### src/rtl/jtcop_paldma.sv
// Palette copy engine: copies 2^AW 16-bit words from a CPU shadow buffer into palette RAM during vertical blank.
// Latency: busy rises the edge after trig; the copy starts the edge vblank begins; at least 2 cycles per word.
// Backpressure: src_cs is held and the engine stalls in READ until src_ok; palette writes never stall.
//
// Ports:
//   clk, rst_n        system clock, asynchronous active-low reset
//   LVBL              vertical blank, active-low (0 = blanking)
//   trig              single-cycle CPU copy request
//   busy              request pending or copy in progress
//   late              sticky: blanking ended before a copy finished
//   src_addr/src_cs   shadow-buffer read address / read request
//   src_ok/src_dout   shadow-buffer read data valid / data
//   pal_addr/pal_dout palette RAM write address / data
//   pal_we            palette RAM byte write enables
module jtcop_paldma #(
    parameter int AW = 10
) (
    input  logic          clk,
    input  logic          rst_n,
    input  logic          LVBL,
    input  logic          trig,
    output logic          busy,
    output logic          late,
    output logic [AW-1:0] src_addr,
    output logic          src_cs,
    input  logic          src_ok,
    input  logic [15:0]   src_dout,
    output logic [AW-1:0] pal_addr,
    output logic [15:0]   pal_dout,
    output logic [1:0]    pal_we
);

    typedef enum logic [1:0] {
        ST_IDLE    = 2'd0,
        ST_WAIT_VB = 2'd1,
        ST_READ    = 2'd2,
        ST_WRITE   = 2'd3
    } state_t;

    state_t        r_state;
    state_t        w_state_nx;
    logic [AW-1:0] r_cnt;
    logic [AW-1:0] w_cnt_nx;
    logic [15:0]   r_dat;
    logic [15:0]   w_dat_nx;
    logic          r_rearm;
    logic          w_rearm_nx;
    logic          r_late;
    logic          w_late_nx;
    logic          r_lvbl_l;
    logic          w_vb_start;
    logic          w_vb_end;
    logic          w_copying;

    assign w_vb_start = r_lvbl_l & ~LVBL;
    assign w_vb_end   = ~r_lvbl_l & LVBL;
    assign w_copying  = (r_state == ST_READ) || (r_state == ST_WRITE);

    always_ff @(posedge clk or negedge rst_n) begin
        if (!rst_n) begin
            r_state  <= ST_IDLE;
            r_cnt    <= '0;
            r_dat    <= '0;
            r_rearm  <= 1'b0;
            r_late   <= 1'b0;
            r_lvbl_l <= 1'b1;
        end else begin
            r_state  <= w_state_nx;
            r_cnt    <= w_cnt_nx;
            r_dat    <= w_dat_nx;
            r_rearm  <= w_rearm_nx;
            r_late   <= w_late_nx;
            r_lvbl_l <= LVBL;
        end
    end

    always_comb begin
        w_state_nx = r_state;
        w_cnt_nx   = r_cnt;
        w_dat_nx   = r_dat;
        w_rearm_nx = r_rearm;
        w_late_nx  = r_late;

        // Any number of requests while busy collapse into one extra copy.
        if (trig && (r_state != ST_IDLE)) begin
            w_rearm_nx = 1'b1;
        end

        // A copy that overruns blanking still completes; it is only flagged.
        if (w_copying && w_vb_end) begin
            w_late_nx = 1'b1;
        end

        case (r_state)
            ST_IDLE: begin
                if (trig) begin
                    w_state_nx = ST_WAIT_VB;
                    w_late_nx  = 1'b0;
                end
            end
            ST_WAIT_VB: begin
                // Only a fresh blanking edge starts a copy, never the blanking level.
                if (w_vb_start) begin
                    w_cnt_nx   = '0;
                    w_state_nx = ST_READ;
                end
            end
            ST_READ: begin
                if (src_ok) begin
                    w_dat_nx   = src_dout;
                    w_state_nx = ST_WRITE;
                end
            end
            ST_WRITE: begin
                w_cnt_nx = r_cnt + 1'b1;
                if (&r_cnt) begin
                    // A trig landing on the last write counts as a re-arm too.
                    w_state_nx = (r_rearm || trig) ? ST_WAIT_VB : ST_IDLE;
                    w_rearm_nx = 1'b0;
                end else begin
                    w_state_nx = ST_READ;
                end
            end
            default: begin
                w_state_nx = ST_IDLE;
            end
        endcase
    end

    assign busy     = (r_state != ST_IDLE);
    assign late     = r_late;
    assign src_cs   = (r_state == ST_READ);
    assign src_addr = r_cnt;
    assign pal_addr = r_cnt;
    assign pal_dout = r_dat;
    assign pal_we   = (r_state == ST_WRITE) ? 2'b11 : 2'b00;

endmodule
### config.mk
export PLATFORM = sky130hd
export DESIGN_NAME = jtcop_paldma
export DESIGN_NICKNAME = d
export VERILOG_FILES = /design/src/rtl/jtcop_paldma.sv
export SDC_FILE = /design/constraint.sdc
export NUM_CORES = 1
export LEC_CHECK = 0
export ABC_CLOCK_PERIOD_IN_PS = 2150
export BUFFER_PORTS_ARGS = -buffer_cell sky130_fd_sc_hd__buf_2
export CAP_MARGIN = 40
export CORE_UTILIZATION = 44
export CTS_BUF_LIST = sky130_fd_sc_hd__clkbuf_8
export DETAILED_ROUTE_END_ITERATION = 8
export PLACE_DENSITY = 0.8
export SETUP_SLACK_MARGIN = 0.02
export SLEW_MARGIN = 5
export SYNTH_ARGS = -nofsm -noshare
export SYNTH_HDL_FRONTEND = slang
export SYNTH_SLANG_ARGS = --single-unit
### constraint.sdc
create_clock -name clk -period 2.15 [get_ports clk]
set_clock_uncertainty 0.1 [all_clocks]
set_input_delay 0.43 -clock clk [delete_from_list [all_inputs] [get_ports clk]]
set_output_delay 0.43 -clock clk [all_outputs]
set_load 0.02 [all_outputs]
# Word level (Yosys, flattened, before mapping)

Index checks and enable logic that the tools add are counted.
W data, S select, Z words.

Register bits: 31
Latch bits: 0
Memory bits (writable): 0
Memory bits (read-only): 0
Bits of input ports: 21
Output and inout bits: 41
Logic and storage cells: 43
Memories kept: 0

$add $sub $neg: 1
$mul: 0
Divide/modulo/power cells: 0
Magnitude comparators: 0
Eq/ne operators: 6
Shifts and indexed selects: 0
Muxes and demuxes: 15
Bitwise operators: 4
Reduce and logical (&&, ||, !) cells: 11

Operators with widths:

| operator                | count |
|---|---|
| $pmux W10 S2            | 1 |
| $add A10 B1 Y10 const B | 1 |
| $mux W10                | 1 |
| $mux W2                 | 5 |
| $reduce_and A10 Y1      | 1 |
| $pmux W2 S4             | 1 |
| $mux W1                 | 7 |
| $eq A2 B2 Y1 const B    | 2 |
| $ne A2 B2 Y1 const B    | 2 |
| $reduce_and A2 Y1       | 2 |
| $reduce_bool A2 Y1      | 2 |
| $reduce_and A3 Y1       | 1 |
| $and A1 B1 Y1           | 2 |
| $eq A2 B1 Y1 const B    | 1 |
| $logic_and A1 B1 Y1     | 2 |
| $logic_not A2 Y1        | 1 |
| $logic_or A1 B1 Y1      | 2 |
| $ne A2 B1 Y1 const B    | 1 |
| $not A1 Y1              | 2 |

# Longest topological paths before layout

Word-level depth: 6
Gate-level depth with buffers: 4
Gate-level depth less buffers: 4

# Worst setup path after synthesis

No wires, ideal clock.

Kind: flip-flop to flip-flop
From: reg r_cnt[0], in the netlist pal_addr[0]
To: reg r_state[0]
Setup time: 0.077 ns
Arrival: 1.585 ns
Required time: 1.973 ns
Slack: 0.387 ns
Cell stages (with the launch flop): 5
Buffers on the path: 0
Clock period less this slack: 1.763 ns
Cell sequence: dfrtp_1 > ha_1 > nand4_2 > or4_1 > a21oi_1

Longest elaborated chain between the ends: 3

Ends and longest elaborated chain:

| item                     | line | source |
|---|---|---|
| start: declaration       | 42   | `logic [AW-1:0] r_cnt;` |
| start signal: assignment | 69   | `r_cnt <= w_cnt_nx;` |
| $reduce_and A10 Y1       | 116  | `if (&r_cnt) begin` |
| $mux W2                  | 116  |  |
| $pmux W2 S4              | 94   | `case (r_state)` |
| end signal: assignment   | 68   | `r_state <= w_state_nx;` |
| end: declaration         | 40   | `state_t r_state;` |

Every way passes these cells.
A chain may end at the register's enable or synchronous reset.

# Worst setup path after layout

From: reg r_state[1]
To: out pal_we[0]

Longest elaborated chain between the ends: 2

Ends and longest elaborated chain:

| item             | line | source |
|---|---|---|
| $eq A2 B2 Y1     | 136  | `assign pal_we = (r_state == ST_WRITE) ? 2'b11 : 2'b00;` |
| $mux W2          | 136  |  |
| end: declaration | 30   | `output logic [1:0] pal_we` |

Every way passes these cells.

==> summary.txt <==
Outcome
  • Status: complete, no violations

Setup path
  • Launching element of the worst setup path: r_state[1]$_DFFE_PN0P_
  • Setup crit start kind: register
  • Critical Path End: pal_we[0]
  • CP required: 1.62 ns
  • Max Fanout on Critical Path: 13
  • Cells on worst reg2reg path: 4
  • R2r setup slk: 0.40 ns
  • Reg2reg start: pal_addr[1]$_DFFE_PN0P_
  • RR Endpoint: r_state[0]$_DFFE_PN0P_
  • Worst Path Arrival: 1.40 ns
  • Critical path endpoint category: output port
  • Setup Crit Path Kind: register to output port

Timing
  • Slew Limit Fails: 0
  • Max Freq: 519 MHz
  • Fin. Hold Viols: 0
  • Worst Tran Pin Value: 0.666 ns
  • Worst hold slack: 0.0842 ns
  • Setup Viol. Count Final: 0
  • RSZ-0062 raised after global routing: false
  • Final period util: 89.6%
  • Total Neg Setup Slack: 0 ns
  • Slew margin rel.: 55.6%
  • Final min period: 1.93 ns

Clock tree
  • Post-CTS Hold Buffers: 0
  • Worst skew pair latency: 0.28 ns
  • # clock sinks: 31
  • Root Driver: clkbuf_8
  • CTS tree: done
  • CTS-repair resized insts: 0
  • Longest Clk Path Bufs: 2
  • Htree depth: 2
  • Clock buffer count from CTS: 5
  • Clk pin slew, worst setup/hold paths: 0.07 ns
  • Setup bufs post-CTS: 0

Synth
  • Distinct cells, synth: 39
  • Yosys top cell by area: dfrtp_1
  • Yosys warning total: 0
  • Post-synth EDFFs: 0
  • Synth area leaders: dfrtp_1 51%, buf_4 6.1%, mux2_1 6.1%
  • Asr flop ratio synth: 100%
  • Synthesized net count: 145
  • Yosys top cell area share: 51.0%
  • Synth Cell Area: 1470 um2
  • Largest family of logic cells by synthesized area: multiplexers
  • Synth Area in Adders: 0.850%
  • Mux cell area share after synthesis: 12.9%
  • Synthesized netlist cell count: 123
  • Compound-gate portion of the synthesized area: 12.2%
  • Mapped Avg Cell Area: 12.0 um2
  • Seq/Total Area, Yosys: 52.8%
  • Flops & latches, synth: 31
  • Post-Synth XOR/XNOR Area: 0.595%
  • Main synth FF type: dfrtp_1
  • Simple-Gate Fraction of Synth Area: 12.6%

Power
  • Design Power: 2.86 mW
  • Leak pwr: 0.887 nW
  • P_sw: 1.24 mW
  • Share of total power in the clock network: 17.3%
  • Sw frac: 43.5%
  • Part of the power in registers: 37.0%
  • PD cells: 1560 nW/um2
  • Internal Power: 1.62 mW
  • Gate power share: 45.7%
  • Worst VDD drop: 0.000748 V

Floorplanning
  • Row cnt: 20
  • DIE HEIGHT: 59.9 um
  • Total die area: 3580 um2
  • Die width: 59.9 um
  • Core ar.: 3100 um2
  • IO Count: 62
  • Initial Utilization: 47.5%

Finish
  • Most common cell after layout, fill and taps aside: buf_2
  • Diodes inserted: 0
  • Finished Layout Cells: 222
  • Area delta synth->final: 24.7%
  • Number of fill cells in the layout: 273
  • Most frequent cells in the layout: 61 x buf_2, 30 x dfrtp_1, 8 x mux2_1, 8 x mux2_2, 7 x clkbuf_8
  • Net count, final: 199
  • Fin util: 59.2%
  • Layout cell share with drive strength beyond 1: 47.2%

Placed design
  • Port bufs: 61
  • Placed Instances: 214
  • GP Congestion: 0.954
  • Dpl hpwl: 2.11 mm

Routing
  • Final wirelength: 2.85 mm
  • DRC errors left: 0
  • Post-DRT Antenna Nets: 0
  • DRT Pass-1 Iters: 4
  • Wirelength per Cell: 12.8 um
  • Initial drt markers: 27
  • Vias per cell: 5.21
  • Via count: 1156

Global route
  • Initial antenna violation count: 0
  • Vias in the first global route: 932
  • Total gr overflow: 0
  • Global-route wire length before repair: 4.35 mm
  • Pin count of the biggest net entering global routing: 32
  • All-Layer GR Usage: 17.0%

Flow run
  • Max-Cap Viols: 0

Worst hold path
  • Hold WC Path Type: primary input to async pin
## routing by layer
layer  part of all wire (%)  wire length (um)  track usage [%]  vias up
met4                    1.0                29             7.31        0
met3                    8.1               230             6.06        8
met1                     45              1280             22.9      532
met5                      0                 0                0        -
li1                       -                 -                -      557
met2                     46              1300             24.6       59
## critical path: stages (launching register included)
cell and delay (ns):
dfrtp_1 0.59, nand2_4 0.14, inv_2 0.19, buf_2 0.20
## stage by stage
| stage | cell area [um2] | setup slack (ns) |
|---|---|---|
| 2_1_floorplan | 1470 | 0.387 |
| 3_3_place_gp | 1730 | 0.464 |
| 3_5_place_dp | 1730 | 0.428 |
| 4_1_cts | 1840 | 0.239 |
| 5_1_grt | 1840 | 0.153 |
| 6_report | 1840 | 0.224 |
## power groups by stage
stage	Clock, mW	Combinational, mW	Sequential, mW
final	0.493	1.31	1.06
after detailed placement	0	1.31	1.07
after floorplan	0	0.722	1.31
after CTS	0.512	1.32	1.06
after global placement	0	1.30	1.05
after global routing	0.536	1.41	1.10
## registers in the layout (all words and copies together), names as in the netlist
| signal | count |
|---|---|
| r_lvbl_l | 1 |
| r_state | 2 |
| pal_dout | 16 |
| late | 1 |
| pal_addr | 10 |
| r_rearm | 1 |
## kinds of logic after synthesis
| logic type | after synthesis |
|---|---|
| AO/OA/AOI/OAI | 25 |
| XOR/XNOR | 1 |
| adder cells (fa/ha/maj) | 1 |
| buffers and inverters | 19 |
| flip-flops | 31 |
| multiplexers | 17 |
| AND/OR/NAND/NOR | 29 |
## worst min path at each step
stage,start,endpoint,slack (ns),cells after the start
2_1_floorplan,rst_n,late$_DFF_PN0_,0.03,0
3_3_place_gp,pal_dout[11]$_DFFE_PN0P_,pal_dout[11]$_DFFE_PN0P_,0.37,1
3_5_place_dp,pal_dout[10]$_DFFE_PN0P_,pal_dout[10]$_DFFE_PN0P_,0.38,1
4_1_cts,rst_n,pal_dout[12]$_DFFE_PN0P_,0.10,1
5_1_grt,rst_n,r_state[0]$_DFFE_PN0P_,0.14,1
6_report,rst_n,r_state[0]$_DFFE_PN0P_,0.08,1
## layout make-up
cell class / instances / area, um2 / share of cell area (%)
Sequential cell: 31 / 777 / 42.3
Timing Repair Buffer: 61 / 305 / 16.6
Clock inverter: 1 / 7.51 / 0.409
Tap cell: 44 / 55.1 / 3.00
Inverter: 5 / 18.8 / 1.02
Multi-Input combinational cell: 73 / 577 / 31.4
Clock buffer: 7 / 96.3 / 5.25
## synth_stat cells (all sizes together) (2+ instances only)
master and count:
dfrtp 30, mux2 16, buf 14, a21oi 6
inv 5, nand2 4, nand3 4, nand4 4
nor2 4, a22o 3, o21ai 3, o311ai 3
and2b 2, nand3b 2, nor2b 2, nor4 2
o211ai 2, o41ai 2, or4 2
No activity file was read; power rests on OpenSTA's default activity.
